==> src/rtl/ul_div_pkg.sv <==
// Shared types and sizing helpers for the divider-sharing arbiter.
// Holds the FSM state encoding, default widths and the timeout counter width.
package ul_div_pkg;

    localparam int DEF_NUM_REQ        = 4;
    localparam int DEF_DIVIDEND_WIDTH = 22;
    localparam int DEF_DIVISOR_WIDTH  = 11;
    localparam int DEF_TIMEOUT        = 63;

    typedef enum logic [1:0] {
        ST_IDLE  = 2'd0,
        ST_ISSUE = 2'd1,
        ST_WAIT  = 2'd2,
        ST_RESP  = 2'd3
    } state_t;

    // Width of a counter that must reach max_val.
    function automatic int cnt_width(input int max_val);
        return (max_val < 2) ? 1 : $clog2(max_val + 1);
    endfunction

    // Width of an index into n entries.
    function automatic int idx_width(input int n);
        return (n < 2) ? 1 : $clog2(n);
    endfunction

endpackage

==> src/rtl/ul_rr_arb.sv <==
// Round-robin grant: the search starts at the entry after i_ptr and wraps,
// so the last winner has the lowest priority.
module ul_rr_arb
    import ul_div_pkg::*;
#(
    parameter  int NUM_REQ = DEF_NUM_REQ,
    localparam int PTR_W   = idx_width(NUM_REQ)
) (
    input  logic [NUM_REQ-1:0] i_req,
    input  logic [PTR_W-1:0]   i_ptr,
    output logic [NUM_REQ-1:0] o_grant
);

    logic [PTR_W-1:0] w_idx;
    logic             w_found;

    // NOTE: every variable written here gets a default first, so no path
    // through the loop can leave one unassigned and infer a latch.
    always_comb begin
        o_grant = '0;
        w_found = 1'b0;
        w_idx   = '0;
        for (int k = 1; k <= NUM_REQ; k++) begin
            w_idx = PTR_W'((int'(i_ptr) + k) % NUM_REQ);
            if (!w_found && i_req[w_idx]) begin
                o_grant[w_idx] = 1'b1;
                w_found        = 1'b1;
            end
        end
    end

endmodule

==> src/rtl/ul_div_arb.sv <==
// Shares one multi-cycle divider among NUM_REQ requesters, one request at a
// time, with divide-by-zero short-circuit and a WAIT timeout.
module ul_div_arb
    import ul_div_pkg::*;
#(
    parameter int NUM_REQ        = DEF_NUM_REQ,
    parameter int DIVIDEND_WIDTH = DEF_DIVIDEND_WIDTH,
    parameter int DIVISOR_WIDTH  = DEF_DIVISOR_WIDTH,
    parameter int TIMEOUT        = DEF_TIMEOUT
) (
    input  logic                                clk,
    input  logic                                rst,
    input  logic [NUM_REQ-1:0]                  req_valid,
    output logic [NUM_REQ-1:0]                  req_ready,
    input  logic [NUM_REQ*DIVIDEND_WIDTH-1:0]   req_dividend,
    input  logic [NUM_REQ*DIVISOR_WIDTH-1:0]    req_divisor,
    output logic [NUM_REQ-1:0]                  rsp_valid,
    output logic [DIVIDEND_WIDTH-1:0]           rsp_quotient,
    output logic [DIVISOR_WIDTH-1:0]            rsp_remainder,
    output logic                                rsp_err,
    output logic                                div_start,
    output logic [DIVIDEND_WIDTH-1:0]           div_dividend,
    output logic [DIVISOR_WIDTH-1:0]            div_divisor,
    input  logic                                div_busy,
    input  logic                                div_done,
    input  logic [DIVIDEND_WIDTH-1:0]           div_quotient,
    input  logic [DIVISOR_WIDTH-1:0]            div_remainder
);

    localparam int                PTR_W    = idx_width(NUM_REQ);
    localparam int                CNT_W    = cnt_width(TIMEOUT);
    localparam logic [CNT_W-1:0]  CNT_LAST = CNT_W'(TIMEOUT - 1);

    state_t                      r_state, w_next;
    logic [PTR_W-1:0]            r_ptr, r_id, w_gnt_idx;
    logic [NUM_REQ-1:0]          w_grant;
    logic                        w_take, w_div_zero, w_tmo;
    logic [DIVIDEND_WIDTH-1:0]   r_dividend, w_sel_dividend, r_rsp_q;
    logic [DIVISOR_WIDTH-1:0]    r_divisor, w_sel_divisor, r_rsp_r;
    logic                        r_rsp_err;
    logic [CNT_W-1:0]            r_cnt;

    ul_rr_arb #(.NUM_REQ(NUM_REQ)) u_rr_arb (
        .i_req   (req_valid),
        .i_ptr   (r_ptr),
        .o_grant (w_grant)
    );

    // Grants are gated by rst so req_ready reads 0 while reset is held.
    assign w_take     = !rst && (r_state == ST_IDLE) && (|req_valid) && !div_busy;
    assign w_div_zero = (r_divisor == '0);
    assign w_tmo      = (r_cnt == CNT_LAST);

    always_comb begin
        w_gnt_idx      = '0;
        w_sel_dividend = '0;
        w_sel_divisor  = '0;
        for (int i = 0; i < NUM_REQ; i++) begin
            if (w_grant[i]) begin
                w_gnt_idx      = PTR_W'(i);
                w_sel_dividend = req_dividend[i*DIVIDEND_WIDTH +: DIVIDEND_WIDTH];
                w_sel_divisor  = req_divisor[i*DIVISOR_WIDTH +: DIVISOR_WIDTH];
            end
        end
    end

    // NOTE: sequential state uses non-blocking assignments so every register
    // samples pre-edge values regardless of statement order.
    always_ff @(posedge clk or posedge rst) begin
        if (rst) r_state <= ST_IDLE;
        else     r_state <= w_next;
    end

    always_comb begin
        w_next = r_state;
        unique case (r_state)
            ST_IDLE:  if (w_take) w_next = ST_ISSUE;
            ST_ISSUE: w_next = w_div_zero ? ST_RESP : ST_WAIT;
            ST_WAIT:  if (div_done || w_tmo) w_next = ST_RESP;
            ST_RESP:  w_next = ST_IDLE;
            default:  w_next = ST_IDLE;
        endcase
    end

    always_ff @(posedge clk or posedge rst) begin
        if (rst) begin
            r_ptr      <= PTR_W'(NUM_REQ - 1);
            r_id       <= '0;
            r_dividend <= '0;
            r_divisor  <= '0;
            r_cnt      <= '0;
            r_rsp_q    <= '0;
            r_rsp_r    <= '0;
            r_rsp_err  <= 1'b0;
        end else begin
            unique case (r_state)
                ST_IDLE: begin
                    if (w_take) begin
                        r_ptr      <= w_gnt_idx;
                        r_id       <= w_gnt_idx;
                        r_dividend <= w_sel_dividend;
                        r_divisor  <= w_sel_divisor;
                    end
                end
                ST_ISSUE: begin
                    r_cnt <= '0;
                    if (w_div_zero) begin
                        r_rsp_q   <= '1;
                        r_rsp_r   <= '0;
                        r_rsp_err <= 1'b1;
                    end
                end
                ST_WAIT: begin
                    r_cnt <= r_cnt + CNT_W'(1);
                    // A completion in the final WAIT cycle beats the timeout.
                    if (div_done) begin
                        r_rsp_q   <= div_quotient;
                        r_rsp_r   <= div_remainder;
                        r_rsp_err <= 1'b0;
                    end else if (w_tmo) begin
                        r_rsp_q   <= '0;
                        r_rsp_r   <= '0;
                        r_rsp_err <= 1'b1;
                    end
                end
                default: ;
            endcase
        end
    end

    always_comb begin
        rsp_valid = '0;
        for (int i = 0; i < NUM_REQ; i++) begin
            rsp_valid[i] = (r_state == ST_RESP) && (r_id == PTR_W'(i));
        end
    end

    assign req_ready     = w_take ? w_grant : '0;
    assign div_start     = (r_state == ST_ISSUE) && !w_div_zero;
    assign div_dividend  = r_dividend;
    assign div_divisor   = r_divisor;
    assign rsp_quotient  = r_rsp_q;
    assign rsp_remainder = r_rsp_r;
    assign rsp_err       = r_rsp_err;

endmodule

==> config.mk <==
export PLATFORM = sky130hd
export DESIGN_NAME = ul_div_arb
export DESIGN_NICKNAME = d
export VERILOG_FILES = /design/src/rtl/ul_div_pkg.sv /design/src/rtl/ul_rr_arb.sv /design/src/rtl/ul_div_arb.sv
export SDC_FILE = /design/constraint.sdc
export NUM_CORES = 1
export LEC_CHECK = 0
export BUFFER_PORTS_ARGS = -buffer_cell sky130_fd_sc_hd__buf_2
export CAP_MARGIN = 20
export CORE_ASPECT_RATIO = 0.7
export CORE_UTILIZATION = 48
export DETAILED_ROUTE_END_ITERATION = 12
export HOLD_SLACK_MARGIN = 0.15
export PLACE_DENSITY = 0.84
export SYNTH_ARGS = -nofsm -noshare
export SYNTH_HDL_FRONTEND = slang
export SYNTH_SLANG_ARGS = --single-unit
==> constraint.sdc <==
create_clock -name clk -period 6.2 [get_ports clk]
set_input_delay 1.24 -clock clk [delete_from_list [all_inputs] [get_ports clk]]
set_output_delay 1.24 -clock clk [all_outputs]
set_load 0.05 [all_outputs]
==> results of run 1 <==
-- registers in the layout, indices dropped and copies added, names as in the netlist --
name           cells
r_state            2
rsp_remainder     11
r_id               2
div_dividend      22
r_cnt              6
r_ptr              2
rsp_quotient      22
rsp_err            1
div_divisor       11
-- cell usage in the layout, fill, tap and decap left out, types with 5 or more instances in the layout --
cell,synthesis,layout
buf_2,3,248
o22ai_1,35,35
nor2_1,68,66
nand2_1,31,31
o21ai_0,38,38
a21oi_1,51,51
clkbuf_16,0,9
nor2b_1,5,5
buf_4,3,9
inv_1,10,9
ha_1,14,14
dfrtp_1,77,77
a22o_1,12,12
a31oi_1,15,15
a221oi_1,23,23
a221oi_2,11,11
-- power breakdown --
part	leakage (uW)	internal (uW)	total (uW)	switching, uW
combinational	0.00182	725	2440	1710
sequential	0.000903	731	881	150
clock	0.000148	351	557	206
total	0.00287	1810	3880	2070
-- final timing paths --
check	startpoint	end	slack, ns	depth (start not counted)
worst min register to register	rsp_err$_DFFE_PP0P_	rsp_err$_DFFE_PP0P_	0.50	2
worst min-delay path	rsp_err$_DFFE_PP0P_	rsp_err$_DFFE_PP0P_	0.50	2
worst max register to register	r_ptr[0]$_DFFE_PP1P_	div_dividend[2]$_DFFE_PP0P_	2.47	9
max in group asynchronous	rst	r_ptr[1]$_DFFE_PP1P_	4.73	4
min in group asynchronous	rst	div_dividend[16]$_DFFE_PP0P_	0.88	3
worst max-delay path	req_valid[3]	req_ready[1]	1.89	7
-- cell type report --
cell class	count	area, um2
repair buffers	259	1350
flip-flops and latches	79	1980
clock buffers	10	229
fillers	712	2650
inverters	10	38.8
clock inverters	6	85.1
multi-input cells	352	2240
well taps	120	150
-- per-layer routing --
metal  wire, um  up-vias  track usage (%)  share of wire (%)
li1           -     2243                -                  -
met1       5970     2344             35.3                 40
met2       7520      217             54.6                 51
met3        941       28             7.74                6.4
met4        344        0             12.4                2.3
met5          0        -                0                  0
-- cell families after synthesis --
kind of cell	synth area share, %
multiplexers	3.01
flip-flops	44.5
AO/OA/AOI/OAI	28.8
buffers and inverters	5.48
AND/OR/NAND/NOR	14.1
XOR/XNOR	0.197
adder cells (fa/ha/maj)	3.94
-- per-stage QoR --
step / instance area [um2] / setup slack (ns)
detailed placement: 5730 / 1.91
CTS: 6050 / 1.90
floorplan: 4450 / 1.71
finish: 6080 / 1.89
global placement: 5720 / 1.97
global route: 6080 / 1.78
-- worst register-to-register path, delay by kind of cell, from the launching register on --
kind                       cells  cell delay [ns]
buffers and inverters          2             0.53
adders and majority gates      1             0.36
DFF                            1             0.68
muxes                          1             0.39
AOI/OAI and AO/OA              4             1.37
and+or+nand+nor                1             0.31
==> reports/metrics.cfg, run 1 <==
[synthesis]
synth_cells = 480
synth_commonest_cells = 77 x dfrtp_1, 68 x nor2_1, 51 x a21oi_1
synth_top_cell_by_area = dfrtp_1
yosysMostFrequentCell = dfrtp_1
ys.flop_type = dfrtp_1
ys_seq_area_share_pct = 44.5
ys_warn_count = 0
synth_edf_count = 0
synth-seq-cells = 79
synth_area_um2 = 4450
avgSynthCellArea_um2 = 9.27
ys_types = 41
syn_nets = 667
synth_top_cell_area_share_pct = 43.3
yosys-top-cells-area = dfrtp_1 43%, a21oi_1 5.7%, nor2_1 5.7%
async_flop_share_pct = 100

[power]
irDropWorstVdd_uv = 342
power.total_uw = 3880
leakage_uw = 0.00287
power_density_nw_per_um2 = 638

[final_layout]
nNetsFinal = 898
syn_to_final_growth_pct = 36.5
drive_gt1_share_pct = 42.2
final_util_pct = 69.7
n_antenna_cell = 0
instances_no_fill = 836

[place]
globalplace.congestion = 0.962
dp_hpwl_mm = 10.8
port_buffers = 248
dp_cells = 819

[grt]
antenna_found_initial = 0
grt_pass1_vias = 4754
grt_pass1_wl_mm = 22.4
grt_max_degree = 80
overflow = 0
track_usage_pct = 30.5

[sta]
fin_crit_ns = 4.31
max_freq_ghz = 0.232
fin_skew_ns = 0.00712
tns_ns = 0
maxSlewHeadroom_pct = 28.9
tightest_slew_ns = 1.06
setup_viol = 0
period_share_pct = 69.5
finalMaxSlewViolations = 0
rsz0062_at_grt = no
hold_viol_final = 0
whs_ns = 0.501

[job]
cap_violations = 0

[routing]
vias_per_cell = 5.78
firstDrtPassIters = 5
routed-via-count = 4832
initialDrtViolationCount = 282
ant_nets = 0
drt_wl_total_mm = 14.8
drt-wirelength-per-cell_um = 17.7
drc = 0

[die]
io_pins = 249
coreArea_um2 = 8720
die_y_um = 82.6
start_util_pct = 51.0
dieArea_um2 = 9670
die_w_um = 117
placement_rows = 28

[setup_path]
worst_path_largest_cell_delay_ns = 0.56
path_cells = buf_2 > mux4_2 > or2_4 > nor3_2 > or2_1 > and2_1 > buf_2
worstSetupPathType = primary input to primary output
cp_common_cell = buf_2
crit_fanout = 8
end_kind = primary output
crit_path_start_kind = primary input
cp_num_buf_inv = 2
worstPathRequired_ns = 4.96
cp_top_family = simple AND/OR/NAND/NOR gates
crit_arrival_ns = 3.07
slowest_stage = mux4_2

[clock_network]
cts_setup_buffers = 0
postCtsHoldBufs = 0
cts.sinks = 79
clk_pin_slew_ns = 0.06
cts_tree = done
ctsRootBufferMaster = clkbuf_16
cts_resized = 0
htreeDepth = 3
clockBufferDepth = 2
clock_latency_ns = 0.33
cts_buffers = 9

[worst_hold_path]
worst_hold_path_type = flip-flop to flip-flop

[outcome]
status = complete, no violations

Power figures use the tool's default switching activity.
==> run 2, diff against run 1 <==
--- a/config.mk
+++ b/config.mk
@@ -8,10 +8,10 @@
 export BUFFER_PORTS_ARGS = -buffer_cell sky130_fd_sc_hd__buf_2
 export CAP_MARGIN = 20
 export CORE_ASPECT_RATIO = 0.7
-export CORE_UTILIZATION = 48
+export CORE_UTILIZATION = 45
 export DETAILED_ROUTE_END_ITERATION = 12
 export HOLD_SLACK_MARGIN = 0.15
-export PLACE_DENSITY = 0.84
+export PLACE_DENSITY = 0.79
 export SYNTH_ARGS = -nofsm -noshare
 export SYNTH_HDL_FRONTEND = slang
 export SYNTH_SLANG_ARGS = --single-unit
==> constraint.sdc (replaced) <==
create_clock -name clk -period 4.3 [get_ports clk]
set_input_delay 0.86 -clock clk [delete_from_list [all_inputs] [get_ports clk]]
set_output_delay 0.86 -clock clk [all_outputs]
set_load 0.05 [all_outputs]
==> run 2 against run 1 <==
Register-to-register slack lost 1.6 ns. Sequential power grew 45%. Combinational power grew 45%. Wire length grew 5.7%. Via count grew 2.2%. Critical path depth grew 1.
==> reports/metrics.cfg, run 2 (synthesis gave the netlist of run 1 again) <==
[routing]
routed-via-count = 4939
drt_wl_total_mm = 15.6
ant_nets = 0
initialDrtViolationCount = 407
drt-wirelength-per-cell_um = 18.6
vias_per_cell = 5.87
firstDrtPassIters = 5
drc = 0

[sta]
hold_viol_final = 0
tightest_slew_ns = 0.706
maxSlewHeadroom_pct = 53.0
max_freq_ghz = 0.252
period_share_pct = 92.3
setup_viol = 0
tns_ns = 0
fin_crit_ns = 3.97
rsz0062_at_grt = no
fin_skew_ns = 0.00435
finalMaxSlewViolations = 0

[clock_network]
cts_setup_buffers = 0
clockBufferDepth = 2
postCtsHoldBufs = 0
cts.sinks = 79
clk_pin_slew_ns = 0.06
cts_resized = 0
cts_tree = done
cts_buffers = 9
htreeDepth = 3
clock_latency_ns = 0.33
ctsRootBufferMaster = clkbuf_16

[grt]
grt_pass1_vias = 4933
overflow = 0
top_usage_layer = met2
track_usage_pct = 30.5
antenna_found_initial = 0
grtUsageMet3_pct = 7.46
grt_max_degree = 59
grt_pass1_wl_mm = 24.4
grtUsageMet1_pct = 36.2
grtUsageMet2_pct = 53.9

[power]
power.total_uw = 5520
seqPwrFrac_pct = 23.1
p_int_uw = 2500
irDropWorstVdd_uv = 538
clockPowerShare_pct = 12.7
power_density_nw_per_um2 = 914
p_switching_uw = 3020
leakage_uw = 0.00286
p_comb_share_pct = 64.2
swShare_pct = 54.7

[final_layout]
nFillCells = 794
instances_no_fill = 842
n_antenna_cell = 0
drive_gt1_share_pct = 42.3
nNetsFinal = 900
syn_to_final_growth_pct = 35.7
final_common_cell = buf_2
layout_common_cells = 249 x buf_2, 77 x dfrtp_1, 66 x nor2_1, 51 x a21oi_1, 38 x o21ai_0
final_util_pct = 64.8

[setup_path]
crit_path_start_kind = flip-flop
worstSetupPathType = flip-flop to primary output
path_cells = inv_1 > ha_1 > mux4_2 > or2_4 > nor3_2 > or2_1 > and2_1 > buf_2
worstPathRequired_ns = 3.44
slowest_stage = dfstp_2
critPathLaunch = r_ptr[0]$_DFFE_PP1P_
crit_arrival_ns = 3.11
end_kind = primary output
crit_fanout = 11
worst_path_largest_cell_delay_ns = 0.67
r2r-start = r_ptr[0]$_DFFE_PP1P_

[worst_hold_path]
worst_hold_path_type = flip-flop to flip-flop
hold_start = rsp_err$_DFFE_PP0P_

[die]
die_y_um = 85.2
dieArea_um2 = 10300
placement_rows = 29
start_util_pct = 47.7
io_pins = 249
die_w_um = 121
coreArea_um2 = 9330

[job]
cap_violations = 0

[place]
globalplace.congestion = 0.947
dp_cells = 824
dp_hpwl_mm = 11.2
port_buffers = 248

[outcome]
status = complete, no violations

## run 2: cell types whose count changed in the layout (fill, tap and decap cells not counted)
cell / change
bufinv_16: -2
buf_12: +1
buf_8: -1
buf_2: +1
buf_16: -1
buf_4: +1
clkbuf_8: +1
clkbuf_4: +1
clkinv_4: +1
## run 2: layer usage
layer | vias up | part of all wire [%] | wire (um)
met4 | 0 | 2.4 | 382
met2 | 283 | 50 | 7800
met3 | 40 | 8.1 | 1270
li1 | 2248 | - | -
met1 | 2368 | 40 | 6180
met5 | - | 0 | 0
## run 2: area by class of cell
cell class              instances  area (um2)  area share (%)
multi-input cells             352        2240            37.1
flip-flops and latches         79        1980            32.8
repair buffers                261        1350            22.3
clock buffers                  11         243            4.02
well taps                     124         155            2.57
inverters                      10        38.8           0.642
clock inverters                 5        33.8           0.559
## run 2: stage by stage
| stage | setup WS [ns] | hold slack [ns] | instance area (um2) |
|---|---|---|---|
| 4_1_cts | 0.348 | 0.498 | 6010 |
| 3_5_place_dp | 0.736 | 0.484 | 5740 |
| 3_3_place_gp | 0.807 | 0.476 | 5730 |
| 2_1_floorplan | 0.509 | 0.498 | 4450 |
| 6_report | 0.330 | 0.493 | 6040 |
| 5_1_grt | 0.185 | 0.519 | 6040 |
## run 2: critical path: cells and delay by family (launching register included)
family        cells  cell delay, ns
fa+ha+maj         1            0.35
buf+inv           2            0.41
flops             1            0.67
mux               1            0.38
simple gates      4            0.95
## run 2: worst paths after layout
| path | end | slack (ns) | cells past startpoint |
|---|---|---|---|
| setup / recovery | req_ready[1] | 0.33 | 8 |
| hold / removal | rsp_err$_DFFE_PP0P_ | 0.49 | 2 |
| setup reg to reg | div_dividend[1]$_DFFE_PP0P_ | 0.92 | 9 |
| hold reg to reg | rsp_err$_DFFE_PP0P_ | 0.49 | 2 |
| max in group asynchronous | rsp_quotient[21]$_DFFE_PP0P_ | 2.86 | 4 |
| min in group asynchronous | div_dividend[14]$_DFFE_PP0P_ | 0.54 | 2 |
## run 2: power groups by stage
stage	registers [uW]	clock network (uW)	logic, uW
floorplan	2130	0	1840
global placement	1270	0	3380
detailed placement	1280	0	3490
CTS	1270	713	3510
global route	1320	749	3750
finish	1280	701	3540
